File: src/rtl/i2c_reg_arbiter_if.sv
// Bus bundle for i2c_reg_arbiter: both requester ports, the RAM port and status.
// slave = arbiter view; master = requesters plus the RAM model.
interface i2c_reg_arbiter_if #(
    parameter int unsigned AW = 6
);
    logic          i2c_req;
    logic          i2c_wr;
    logic [15:0]   i2c_addr;
    logic [7:0]    i2c_wdata;
    logic          i2c_ack;
    logic [7:0]    i2c_rdata;

    logic          usr_req;
    logic          usr_wr;
    logic [15:0]   usr_addr;
    logic [7:0]    usr_wdata;
    logic          usr_ack;
    logic [7:0]    usr_rdata;

    logic          mem_en;
    logic          mem_we;
    logic [AW-1:0] mem_addr;
    logic [7:0]    mem_wdata;
    logic [7:0]    mem_rdata;

    logic [6:0]    dev_addr;
    logic          addr_err;
    logic          busy;

    modport slave (
        input  i2c_req, i2c_wr, i2c_addr, i2c_wdata,
        input  usr_req, usr_wr, usr_addr, usr_wdata,
        input  mem_rdata,
        output i2c_ack, i2c_rdata, usr_ack, usr_rdata,
        output mem_en, mem_we, mem_addr, mem_wdata,
        output dev_addr, addr_err, busy
    );

    modport master (
        output i2c_req, i2c_wr, i2c_addr, i2c_wdata,
        output usr_req, usr_wr, usr_addr, usr_wdata,
        output mem_rdata,
        input  i2c_ack, i2c_rdata, usr_ack, usr_rdata,
        input  mem_en, mem_we, mem_addr, mem_wdata,
        input  dev_addr, addr_err, busy
    );
endinterface

File: src/rtl/i2c_reg_arbiter.sv
// Round-robin arbiter/sequencer sharing one register RAM between the I2C slave
// and the user port; owns the device-address register at address 0x0000.
module i2c_reg_arbiter #(
    parameter int unsigned NUM_REGS     = 64,
    parameter logic [6:0]  DEF_DEV_ADDR = 7'h36
) (
    input  logic sys_clk,
    input  logic sys_rst_n,
    i2c_reg_arbiter_if.slave bus
);
    localparam int unsigned AW    = (NUM_REGS > 1) ? $clog2(NUM_REGS) : 1;
    localparam logic [16:0] LIMIT = 17'(NUM_REGS);

    localparam logic [3:0] IDLE  = 4'b0001;
    localparam logic [3:0] ISSUE = 4'b0010;
    localparam logic [3:0] CAPT  = 4'b0100;
    localparam logic [3:0] DONE  = 4'b1000;

    logic [3:0]    r_state;
    logic          r_prio_i2c;
    logic          r_gnt_usr;
    logic          r_wr;
    logic [15:0]   r_addr;
    logic [7:0]    r_wdata;
    logic          r_i2c_ack, r_usr_ack;
    logic [7:0]    r_i2c_rdata, r_usr_rdata;
    logic          r_mem_en, r_mem_we;
    logic [AW-1:0] r_mem_addr;
    logic [7:0]    r_mem_wdata;
    logic [6:0]    r_dev_addr;
    logic          r_addr_err;
    logic          r_busy;

    logic          w_req_any;
    logic          w_gnt_usr;
    logic          w_wr;
    logic [15:0]   w_addr;
    logic [7:0]    w_wdata;
    logic          w_in_rng;
    logic          w_r_in_rng;
    logic [7:0]    w_rd_src;

    assign w_req_any  = bus.i2c_req | bus.usr_req;
    assign w_gnt_usr  = bus.usr_req & (~bus.i2c_req | ~r_prio_i2c);
    assign w_wr       = w_gnt_usr ? bus.usr_wr    : bus.i2c_wr;
    assign w_addr     = w_gnt_usr ? bus.usr_addr  : bus.i2c_addr;
    assign w_wdata    = w_gnt_usr ? bus.usr_wdata : bus.i2c_wdata;
    assign w_in_rng   = ({1'b0, w_addr} < LIMIT);
    assign w_r_in_rng = ({1'b0, r_addr} < LIMIT);
    // Address 0 reads come from the register, since RAM contents are not reset
    assign w_rd_src   = (r_addr == '0) ? {1'b0, r_dev_addr} :
                        w_r_in_rng     ? bus.mem_rdata      : 8'hFF;

    always_ff @(posedge sys_clk or negedge sys_rst_n) begin
        if (!sys_rst_n) begin
            r_state     <= IDLE;
            r_prio_i2c  <= 1'b1;
            r_gnt_usr   <= 1'b0;
            r_wr        <= 1'b0;
            r_addr      <= '0;
            r_wdata     <= '0;
            r_i2c_ack   <= 1'b0;
            r_usr_ack   <= 1'b0;
            r_i2c_rdata <= '0;
            r_usr_rdata <= '0;
            r_mem_en    <= 1'b0;
            r_mem_we    <= 1'b0;
            r_mem_addr  <= '0;
            r_mem_wdata <= '0;
            r_dev_addr  <= DEF_DEV_ADDR;
            r_addr_err  <= 1'b0;
            r_busy      <= 1'b0;
        end else begin
            case (r_state)
                IDLE: begin
                    if (w_req_any) begin
                        r_state    <= ISSUE;
                        r_busy     <= 1'b1;
                        r_gnt_usr  <= w_gnt_usr;
                        r_prio_i2c <= w_gnt_usr;
                        r_wr       <= w_wr;
                        r_addr     <= w_addr;
                        r_wdata    <= w_wdata;
                        // RAM strobe is registered here so it is live during ISSUE
                        r_mem_en   <= w_in_rng & (w_wr | (w_addr != '0));
                        r_mem_we   <= w_in_rng & w_wr;
                        if (w_in_rng) begin
                            r_mem_addr  <= w_addr[AW-1:0];
                            r_mem_wdata <= w_wdata;
                        end
                    end
                end
                ISSUE: begin
                    r_state  <= CAPT;
                    r_mem_en <= 1'b0;
                    r_mem_we <= 1'b0;
                    if (r_wr && (r_addr == '0))
                        r_dev_addr <= r_wdata[6:0];
                end
                CAPT: begin
                    r_state    <= DONE;
                    r_addr_err <= ~w_r_in_rng;
                    if (r_gnt_usr) begin
                        r_usr_ack <= 1'b1;
                        if (!r_wr) r_usr_rdata <= w_rd_src;
                    end else begin
                        r_i2c_ack <= 1'b1;
                        if (!r_wr) r_i2c_rdata <= w_rd_src;
                    end
                end
                DONE: begin
                    r_state    <= IDLE;
                    r_busy     <= 1'b0;
                    r_i2c_ack  <= 1'b0;
                    r_usr_ack  <= 1'b0;
                    r_addr_err <= 1'b0;
                end
                default: begin
                    r_state <= IDLE;
                    r_busy  <= 1'b0;
                end
            endcase
        end
    end

    assign bus.i2c_ack   = r_i2c_ack;
    assign bus.i2c_rdata = r_i2c_rdata;
    assign bus.usr_ack   = r_usr_ack;
    assign bus.usr_rdata = r_usr_rdata;
    assign bus.mem_en    = r_mem_en;
    assign bus.mem_we    = r_mem_we;
    assign bus.mem_addr  = r_mem_addr;
    assign bus.mem_wdata = r_mem_wdata;
    assign bus.dev_addr  = r_dev_addr;
    assign bus.addr_err  = r_addr_err;
    assign bus.busy      = r_busy;
endmodule

File: src/flat_wrapper.sv
// flat-port wrapper written by rule: the top's interface ports become plain ports
module i2c_reg_arbiter_flat 
#(
    parameter int unsigned NUM_REGS     = 64,
    parameter logic [6:0]  DEF_DEV_ADDR = 7'h36
)
  (sys_clk, sys_rst_n, bus_i2c_req, bus_i2c_wr, bus_i2c_addr, bus_i2c_wdata, bus_usr_req, bus_usr_wr, bus_usr_addr, bus_usr_wdata, bus_mem_rdata, bus_i2c_ack, bus_i2c_rdata, bus_usr_ack, bus_usr_rdata, bus_mem_en, bus_mem_we, bus_mem_addr, bus_mem_wdata, bus_dev_addr, bus_addr_err, bus_busy);
  i2c_reg_arbiter_if #(.AW(6)) bus_i ();
  input  logic sys_clk;
  input  logic sys_rst_n;
  input wire logic [$bits(bus_i.i2c_req)-1:0] bus_i2c_req;
  input wire logic [$bits(bus_i.i2c_wr)-1:0] bus_i2c_wr;
  input wire logic [$bits(bus_i.i2c_addr)-1:0] bus_i2c_addr;
  input wire logic [$bits(bus_i.i2c_wdata)-1:0] bus_i2c_wdata;
  input wire logic [$bits(bus_i.usr_req)-1:0] bus_usr_req;
  input wire logic [$bits(bus_i.usr_wr)-1:0] bus_usr_wr;
  input wire logic [$bits(bus_i.usr_addr)-1:0] bus_usr_addr;
  input wire logic [$bits(bus_i.usr_wdata)-1:0] bus_usr_wdata;
  input wire logic [$bits(bus_i.mem_rdata)-1:0] bus_mem_rdata;
  output wire logic [$bits(bus_i.i2c_ack)-1:0] bus_i2c_ack;
  output wire logic [$bits(bus_i.i2c_rdata)-1:0] bus_i2c_rdata;
  output wire logic [$bits(bus_i.usr_ack)-1:0] bus_usr_ack;
  output wire logic [$bits(bus_i.usr_rdata)-1:0] bus_usr_rdata;
  output wire logic [$bits(bus_i.mem_en)-1:0] bus_mem_en;
  output wire logic [$bits(bus_i.mem_we)-1:0] bus_mem_we;
  output wire logic [$bits(bus_i.mem_addr)-1:0] bus_mem_addr;
  output wire logic [$bits(bus_i.mem_wdata)-1:0] bus_mem_wdata;
  output wire logic [$bits(bus_i.dev_addr)-1:0] bus_dev_addr;
  output wire logic [$bits(bus_i.addr_err)-1:0] bus_addr_err;
  output wire logic [$bits(bus_i.busy)-1:0] bus_busy;
  assign bus_i.i2c_req = bus_i2c_req;
  assign bus_i.i2c_wr = bus_i2c_wr;
  assign bus_i.i2c_addr = bus_i2c_addr;
  assign bus_i.i2c_wdata = bus_i2c_wdata;
  assign bus_i.usr_req = bus_usr_req;
  assign bus_i.usr_wr = bus_usr_wr;
  assign bus_i.usr_addr = bus_usr_addr;
  assign bus_i.usr_wdata = bus_usr_wdata;
  assign bus_i.mem_rdata = bus_mem_rdata;
  assign bus_i2c_ack = bus_i.i2c_ack;
  assign bus_i2c_rdata = bus_i.i2c_rdata;
  assign bus_usr_ack = bus_i.usr_ack;
  assign bus_usr_rdata = bus_i.usr_rdata;
  assign bus_mem_en = bus_i.mem_en;
  assign bus_mem_we = bus_i.mem_we;
  assign bus_mem_addr = bus_i.mem_addr;
  assign bus_mem_wdata = bus_i.mem_wdata;
  assign bus_dev_addr = bus_i.dev_addr;
  assign bus_addr_err = bus_i.addr_err;
  assign bus_busy = bus_i.busy;
  i2c_reg_arbiter #(.NUM_REGS(NUM_REGS), .DEF_DEV_ADDR(DEF_DEV_ADDR)) u_core (.sys_clk(sys_clk), .sys_rst_n(sys_rst_n), .bus(bus_i));
endmodule
File: config.mk
export PLATFORM = sky130hd
export DESIGN_NAME = i2c_reg_arbiter_flat
export DESIGN_NICKNAME = d
export VERILOG_FILES = /design/src/rtl/i2c_reg_arbiter_if.sv /design/src/rtl/i2c_reg_arbiter.sv /design/src/flat_wrapper.sv
export SDC_FILE = /design/constraint.sdc
export NUM_CORES = 1
export LEC_CHECK = 0
export ABC_AREA = 0
export BUFFER_PORTS_ARGS = -buffer_cell sky130_fd_sc_hd__buf_2
export CELL_PAD_IN_SITES_DETAIL_PLACEMENT = 0
export CELL_PAD_IN_SITES_GLOBAL_PLACEMENT = 1
export CORE_MARGIN = 5
export CORE_UTILIZATION = 39
export DETAILED_ROUTE_END_ITERATION = 10
export GPL_TIMING_DRIVEN = 0
export PLACE_DENSITY_LB_ADDON = 0.1
export SLEW_MARGIN = 40
export SYNTH_ARGS = -nofsm -noshare
export SYNTH_HDL_FRONTEND = slang
export SYNTH_SLANG_ARGS = --single-unit
File: constraint.sdc
create_clock -name sys_clk -period 2.9 [get_ports sys_clk]
set_input_delay 0.725 -clock sys_clk [delete_from_list [all_inputs] [get_ports sys_clk]]
set_output_delay 0.725 -clock sys_clk [all_outputs]
set_load 0.01 [all_outputs]
==> run summary, run 1 <==
RUN STATUS
----------------------------------------------------------------------------------------
Status                                                                      finished, final reports clean

GLOBAL ROUTING
----------------------------------------------------------------------------------------
GRT Overall Usage                                                                  0.164
First-pass GRT wire length                                                     13,200 um
Overflow after GRT                                                                     0
Initial antenna violation count                                                        0
Pin count of the biggest net entering global routing                                  55
Via count of the first global-routing pass                                         2,587

PWR
----------------------------------------------------------------------------------------
Power after layout                                                               3.43 mW
Static leakage                                                                   2.02 nW
Power Dens Cells                                                             801 mW/mm^2
Peak ir drop on the vdd network                                               0.000373 V

WORST SETUP PATH
----------------------------------------------------------------------------------------
Number of cell instances on the worst register-to-register path                        5
Maximum fanout along the worst path                                                   10
Crit. End Element                                                                   flop
Capture point of the worst reg-to-reg path                                  u_core.bus.mem_addr[4]$_DFFE_PN0P_
Start point of the critical path                                            u_core.r_state[3]$_DFFE_PN0N_
Critical path type                                                               reg2reg
Startpoint Class                                                                    flop
Crit path DAT                                                                    2.79 ns
Launching point of the worst reg2reg path                                   u_core.r_state[3]$_DFFE_PN0N_
Critical path capture point                                                 u_core.bus.mem_addr[4]$_DFFE_PN0P_
Setup slack, reg-to-reg                                                          0.34 ns
Data required time of the critical path                                          3.13 ns

STA
----------------------------------------------------------------------------------------
Min Clock Period, post-route                                                     2.56 ns
Worst Hold Slack                                                                0.201 ns
Setup repair after global routing missed its margin                                false
Relative slew slack                                                                0.559
Fmax                                                                             391 MHz
Worst slew pin tran                                                             0.656 ns
Setup violators final                                                                  0
Max Slew Vio Count                                                                     0
Post-route clock period utilization                                                0.882
Clock skew                                                                     0.0124 ns
Count of endpoints failing hold in the final timing report                             0

CTS
----------------------------------------------------------------------------------------
Clock slew seen by the registers of the worst setup and hold paths               0.08 ns
Clock buffers created by TritonCTS                                                     9
Clock Tree Buf Depth                                                                   2
Clock root buffer master                                                    sky130_fd_sc_hd__clkbuf_8
Deepest level of the CTS H-tree                                                        3
Number of buffers inserted by post-CTS setup repair                                    0
Count of instances resized after the clock tree is built                               0
Hold bufs inserted after CTS                                                           0
Skew-Pair Late Insertion Delay                                                   0.35 ns
CTS tree                                                                           built
Clock sink total                                                                      73

FLOORPLANNING
----------------------------------------------------------------------------------------
I/O Pins                                                                             105
Area of the core                                                            0.00830 mm^2
Die extent in x                                                                   103 um
Initial Util                                                                       0.403
Number of core rows                                                                   33
Die Height                                                                        103 um
Die outline area                                                             0.0105 mm^2

FINAL LAYOUT
----------------------------------------------------------------------------------------
Post-layout utilization of the core                                                0.515
Inserted Diodes                                                                        0
Count of non-filler cells in the finished layout                                     521
Total number of nets in the final design                                             473
Most frequent standard cell in the layout excluding fill and tap cells      sky130_fd_sc_hd__buf_2
Number of fillers in the final layout                                                780
Final Instance Area                                                         0.00428 mm^2
Signed area change from the synthesized netlist to the final layout                28.0%
Fraction of final layout cells with drive strength greater than 1                  0.440
Top library cells by usage in the layout, fill and taps aside               106 x sky130_fd_sc_hd__buf_2, 67 x sky130_fd_sc_hd__dfrtp_1, 48 x sky130_fd_sc_hd__nand2_1, 44 x sky130_fd_sc_hd__mux2_2, 24 x sky130_fd_sc_hd__o21ai_0

ROUTE
----------------------------------------------------------------------------------------
Via-per-instance ratio                                                              5.01
Routed vias                                                                        2,610
Wire length after detailed routing                                               8110 um
Number of DRC markers after the initial detailed-route iteration                     100
Number of search-and-repair iterations in the first detailed-routing pass              4
Number of remaining DRC errors                                                         0
Post-detailed-route count of antenna-violating nets                                    0
Routed length per placed instance                                                15.6 um

SYNTHESIS
----------------------------------------------------------------------------------------
Average instance area after synthesis                                          11.3 um^2
Register bit total from synthesis                                                     73
Share of flip-flops with an asynchronous set or reset                               1.00
Count of flip-flops with a built-in enable after synthesis                             0
Gate Count Post-Synth                                                                295
Fraction of the yosys area taken by sequential cells                               0.549
Library cells used by synthesis                                                       41
Number of warnings issued by yosys                                                     0
Ys flop type                                                                sky130_fd_sc_hd__dfrtp_1
Syn_nets                                                                             357
Cell Area, Synth                                                            0.00334 mm^2

PLACED DESIGN
----------------------------------------------------------------------------------------
Placed instance count                                                                505
Placer congestion estimate                                                         0.824
Port-buffer cells                                                                    104
DPL Wire Length                                                                  6250 um
Post-placement cell area                                                    0.00404 mm^2

HOLD PATH
----------------------------------------------------------------------------------------
Hold Crit Class                                                                 in2async

RUN
----------------------------------------------------------------------------------------
Count of max-cap constraint violations                                                 0

critical path, stage by stage (launching register included):
cell and delay, ns:
sky130_fd_sc_hd__dfrtp_1 0.48, sky130_fd_sc_hd__nor4b_2 0.49, sky130_fd_sc_hd__o21ai_1 0.32, sky130_fd_sc_hd__a211oi_2 0.56, sky130_fd_sc_hd__buf_6 0.25, sky130_fd_sc_hd__mux2_2 0.34
cells in the mapped netlist (all sizes together), types with 2 or more instances:
cell type	instances	area (um^2)
nor2	10	37.5
dfstp	6	158
or3	2	12.5
nor4	6	58.8
nand3	14	70.1
mux2	44	495
or4	4	33.8
nand2	48	180
inv	9	33.8
dfrtp	67	1680
buf	6	41.3
nor3	6	30.0
o21ai	25	125
a21oi	4	20.0
mux2i	18	180
clkbuf	7	26.3
power by group:
| part | internal, mW | switching [mW] |
|---|---|---|
| Sequential | 1.31 | 0.186 |
| Clock | 0.569 | 0.376 |
| Combinational | 0.408 | 0.582 |
| Total | 2.28 | 1.14 |
worst min-delay path by stage:
| stage | cells past startpoint | slack, ns | to |
|---|---|---|---|
| finish | 1 | 0.20 | u_core.bus.usr_ack$_DFFE_PN0P_ |
| global route | 1 | 0.19 | u_core.bus.usr_ack$_DFFE_PN0P_ |
| CTS | 1 | 0.19 | u_core.bus.usr_ack$_DFFE_PN0P_ |
| detailed placement | 2 | 0.47 | u_core.r_wdata[3]$_DFFE_PN0P_ |
| global placement | 2 | 0.46 | u_core.r_wdata[0]$_DFFE_PN0P_ |
| floorplan | 0 | 0.43 | u_core.bus.addr_err$_DFFE_PN0P_ |
routing by layer:
layer,vias to the layer above,wire length [um],track usage
li1,1276,-,-
met1,1250,3850,0.234
met2,78,3680,0.239
met3,6,531,0.0541
met4,0,57,0.0424
met5,-,0,0
final cells by class:
class	instances	area (um^2)	share of cell area
Tap cell	105	131	0.0307
Inverter	9	33.8	0.00790
Sequential cell	73	1830	0.429
Multi-Input combinational cell	200	1420	0.332
Clock inverter	6	108	0.0252
Timing Repair Buffer	105	554	0.130
Buffer	13	67.6	0.0158
Clock buffer	10	128	0.0298
metrics by stage:
step | setup TNS (ns) | setup slack (ns)
after floorplan | 0 | 0.569
after global placement | -0.0825 | -0.0151
after detailed placement | -0.158 | -0.0288
after CTS | 0 | 0.289
after global routing | 0 | 0.132
final | 0 | 0.343
flip-flops by register name (all words and copies together), names as in the netlist, 4 cells and up:
name and flops:
u_core.bus.i2c_rdata 8, u_core.bus.mem_addr 6, u_core.r_wdata 7, u_core.r_addr 16, u_core.bus.dev_addr 7, u_core.bus.usr_rdata 8, u_core.bus.mem_wdata 8, u_core.r_state 4
cells by family (layout without fill, tap and decap cells):
logic type | after synthesis | count (layout) | share of synthesized area
AND/OR/NAND/NOR | 99 | 99 | 0.149
flip-flops | 73 | 73 | 0.549
multiplexers | 62 | 62 | 0.202
AO/OA/AOI/OAI | 39 | 39 | 0.0693
buffers and inverters | 22 | 143 | 0.0303
Note: power is estimated with default switching activity, not from simulation.
==> run 2: changes to the inputs <==
--- a/config.mk
+++ b/config.mk
@@ -14,6 +14,7 @@
 export DETAILED_ROUTE_END_ITERATION = 10
 export GPL_TIMING_DRIVEN = 0
 export PLACE_DENSITY_LB_ADDON = 0.1
+export SETUP_SLACK_MARGIN = 0.05
 export SLEW_MARGIN = 40
 export SYNTH_ARGS = -nofsm -noshare
 export SYNTH_HDL_FRONTEND = slang
==> constraint.sdc (replaced) <==
create_clock -name sys_clk -period 2.4 [get_ports sys_clk]
set_input_delay 0.6 -clock sys_clk [delete_from_list [all_inputs] [get_ports sys_clk]]
set_output_delay 0.6 -clock sys_clk [all_outputs]
set_load 0.01 [all_outputs]
==> run 2 against run 1 <==
Against the previous run: via count up 0.57%; sequential cell count unchanged; count of clock-buffer cells in the layout unchanged; die area unchanged; combinational power up 23%; sequential share of layout area down 0.37 points; critical endpoint is now u_core.bus.dev_addr[0]$_DFFE_PN0P_; clock skew down 0.0018 ns.
==> run summary, run 2 (synthesis results as in run 1) <==
STA
----------------------------------------------------------------------------------------
Worst Hold Slack                                                               0.0785 ns   -0.122 ns
Max Slew Vio Count                                                                     0   unchanged
Count of endpoints failing hold in the final timing report                             0   unchanged
Min Clock Period, post-route                                                     2.21 ns   -0.342 ns
Clock skew                                                                     0.0107 ns   -0.00177 ns
Setup violators final                                                                  0   unchanged
Fmax                                                                             452 MHz   +15%
Worst slew pin tran                                                             0.667 ns   +0.0109 ns
Post-route clock period utilization                                                0.923   +0.0411
Relative slew slack                                                                0.552   -0.00732
Setup repair after global routing missed its margin                                false

CTS
----------------------------------------------------------------------------------------
Skew-Pair Late Insertion Delay                                                   0.35 ns   about the same
Deepest level of the CTS H-tree                                                        3   unchanged
Clock slew seen by the registers of the worst setup and hold paths               0.08 ns   about the same
CTS tree                                                                           built
Clock root buffer master                                                    sky130_fd_sc_hd__clkbuf_8
Clock Tree Buf Depth                                                                   2   unchanged
Clock buffers created by TritonCTS                                                     9   unchanged
Clock sink total                                                                      73   unchanged

FLOORPLANNING
----------------------------------------------------------------------------------------
I/O Pins                                                                             105   unchanged
Die Height                                                                        103 um   unchanged
Initial Util                                                                       0.403   unchanged
Die extent in x                                                                   103 um   unchanged
Number of core rows                                                                   33   unchanged
Die outline area                                                             0.0105 mm^2   unchanged
Area of the core                                                            0.00830 mm^2   unchanged

WORST SETUP PATH
----------------------------------------------------------------------------------------
Maximum fanout along the worst path                                                    7   -3
Crit path DAT                                                                    2.44 ns   -0.35 ns
Setup slack, reg-to-reg                                                          0.19 ns   -0.16 ns
Capture point of the worst reg-to-reg path                                  u_core.bus.dev_addr[0]$_DFFE_PN0P_
Delay of the slowest cell on the worst path                                      0.74 ns   +0.18 ns
Data required time of the critical path                                          2.63 ns   -0.50 ns
Cell-by-cell listing of the critical path                                   or4b_2 > inv_1 > and4_1 > buf_6 > mux2_2
Number of cell instances on the worst register-to-register path                        5   unchanged
Crit. End Element                                                                   flop
Bufs and invs on worst path                                                            2   +1
Critical path type                                                               reg2reg
Slowest cell on the critical path                                           sky130_fd_sc_hd__or4b_2
Startpoint Class                                                                    flop
Cell family contributing the most delay on the critical path                simple AND/OR/NAND/NOR gates
Launching point of the worst reg2reg path                                   u_core.r_state[3]$_DFFE_PN0N_

PWR
----------------------------------------------------------------------------------------
Power Dens Cells                                                             966 mW/mm^2   +21%
Peak ir drop on the vdd network                                               0.000450 V   +20%
Power after layout                                                               4.17 mW   +22%
Static leakage                                                                   2.04 nW   +0.93%

PLACED DESIGN
----------------------------------------------------------------------------------------
Port-buffer cells                                                                    104   unchanged
Post-placement cell area                                                    0.00404 mm^2   unchanged
DPL Wire Length                                                                  6250 um   unchanged
Placer congestion estimate                                                         0.824   unchanged
Placed instance count                                                                505   unchanged

FINAL LAYOUT
----------------------------------------------------------------------------------------
Inserted Diodes                                                                        0   unchanged
Total number of nets in the final design                                             475   +0.42%
Count of non-filler cells in the finished layout                                     523   +0.38%
Top library cells by usage in the layout, fill and taps aside               105 x sky130_fd_sc_hd__buf_2, 67 x sky130_fd_sc_hd__dfrtp_1, 48 x sky130_fd_sc_hd__nand2_1, 44 x sky130_fd_sc_hd__mux2_2, 24 x sky130_fd_sc_hd__o21ai_0
Signed area change from the synthesized netlist to the final layout                29.1%
Final Instance Area                                                         0.00431 mm^2   +0.88%
Most frequent standard cell in the layout excluding fill and tap cells      sky130_fd_sc_hd__buf_2
Fraction of final layout cells with drive strength greater than 1                  0.445   +0.00507
Top register by number of flip-flops                                        u_core.r_addr
Largest register FFs                                                                  16   unchanged
Post-layout utilization of the core                                                0.520   +0.00452

ROUTE
----------------------------------------------------------------------------------------
Via-per-instance ratio                                                              5.02   +0.19%
Number of DRC markers after the initial detailed-route iteration                     103   +3.0%
Number of search-and-repair iterations in the first detailed-routing pass              4   unchanged
Routed vias                                                                        2,625   +0.57%
Wire length after detailed routing                                               8210 um   +1.1%
Number of remaining DRC errors                                                         0   unchanged
Post-detailed-route count of antenna-violating nets                                    0   unchanged
Routed length per placed instance                                                15.7 um   +0.75%

GLOBAL ROUTING
----------------------------------------------------------------------------------------
Initial antenna violation count                                                        0   unchanged
First-pass GRT wire length                                                     13,300 um   +0.73%
Overflow after GRT                                                                     0   unchanged
Pin count of the biggest net entering global routing                                  55   unchanged
Via count of the first global-routing pass                                         2,603   +0.62%
GRT Overall Usage                                                                  0.165   +0.00114

RUN
----------------------------------------------------------------------------------------
Count of max-cap constraint violations                                                 0   unchanged

RUN STATUS
----------------------------------------------------------------------------------------
Status                                                                      finished, final reports clean

HOLD PATH
----------------------------------------------------------------------------------------
Hold Crit Class                                                                 in2async

-- run 2: routing by layer --
layer  up-vias  part of all wire  track usage  routed length, um
met2        82              0.46        0.243               3790
met3         7             0.066       0.0541                545
met5         -                 0            0                  0
met4         0            0.0069       0.0424                 57
li1       1281                 -            -                  -
met1      1255              0.47        0.234               3820
-- run 2: worst max-delay path by stage --
| stage | endpoint | cells after the start | startpoint | slack [ns] |
|---|---|---|---|---|
| detailed placement | u_core.bus.mem_addr[3]$_DFFE_PN0P_ | 7 | bus_usr_req | -0.40 |
| CTS | u_core.bus.mem_addr[3]$_DFFE_PN0P_ | 5 | u_core.r_state[3]$_DFFE_PN0N_ | 0.13 |
| global placement | u_core.bus.mem_wdata[1]$_DFFE_PN0P_ | 7 | bus_usr_req | -0.39 |
| global route | u_core.bus.mem_wdata[0]$_DFFE_PN0P_ | 7 | bus_usr_req | 0.09 |
| finish | u_core.bus.dev_addr[0]$_DFFE_PN0P_ | 5 | u_core.r_state[3]$_DFFE_PN0N_ | 0.19 |
| floorplan | u_core.bus.mem_addr[3]$_DFFE_PN0P_ | 6 | bus_usr_req | 0.19 |
-- run 2: layout make-up --
class / count / area (um^2)
Fill cell: 777 / 3990
Timing Repair Buffer: 107 / 569
Clock buffer: 10 / 128
Inverter: 9 / 33.8
Sequential cell: 73 / 1830
Tap cell: 105 / 131
Buffer: 13 / 70.1
Clock inverter: 6 / 108
Multi-Input combinational cell: 200 / 1440
-- run 2: power by group --
group / switching [mW] / internal (mW)
Combinational: 0.709 / 0.509
Clock: 0.451 / 0.687
Sequential: 0.232 / 1.58
Total: 1.39 / 2.77
-- run 2: what timing repair did --
item / CTS / global route
setup endpoints to repair: 21 / 10
resized for setup: 2 / 2
pin swaps: 2 / 0
gates cloned: 0 / 0
setup buffers: 2 / 0
hold buffers: 0 / 0
-- run 2: stage by stage --
stage | setup slack (ns) | setup TNS (ns)
floorplan | 0.194 | 0
global placement | -0.390 | -4.29
detailed placement | -0.404 | -4.79
CTS | 0.131 | 0
global route | 0.0944 | 0
finish | 0.185 | 0
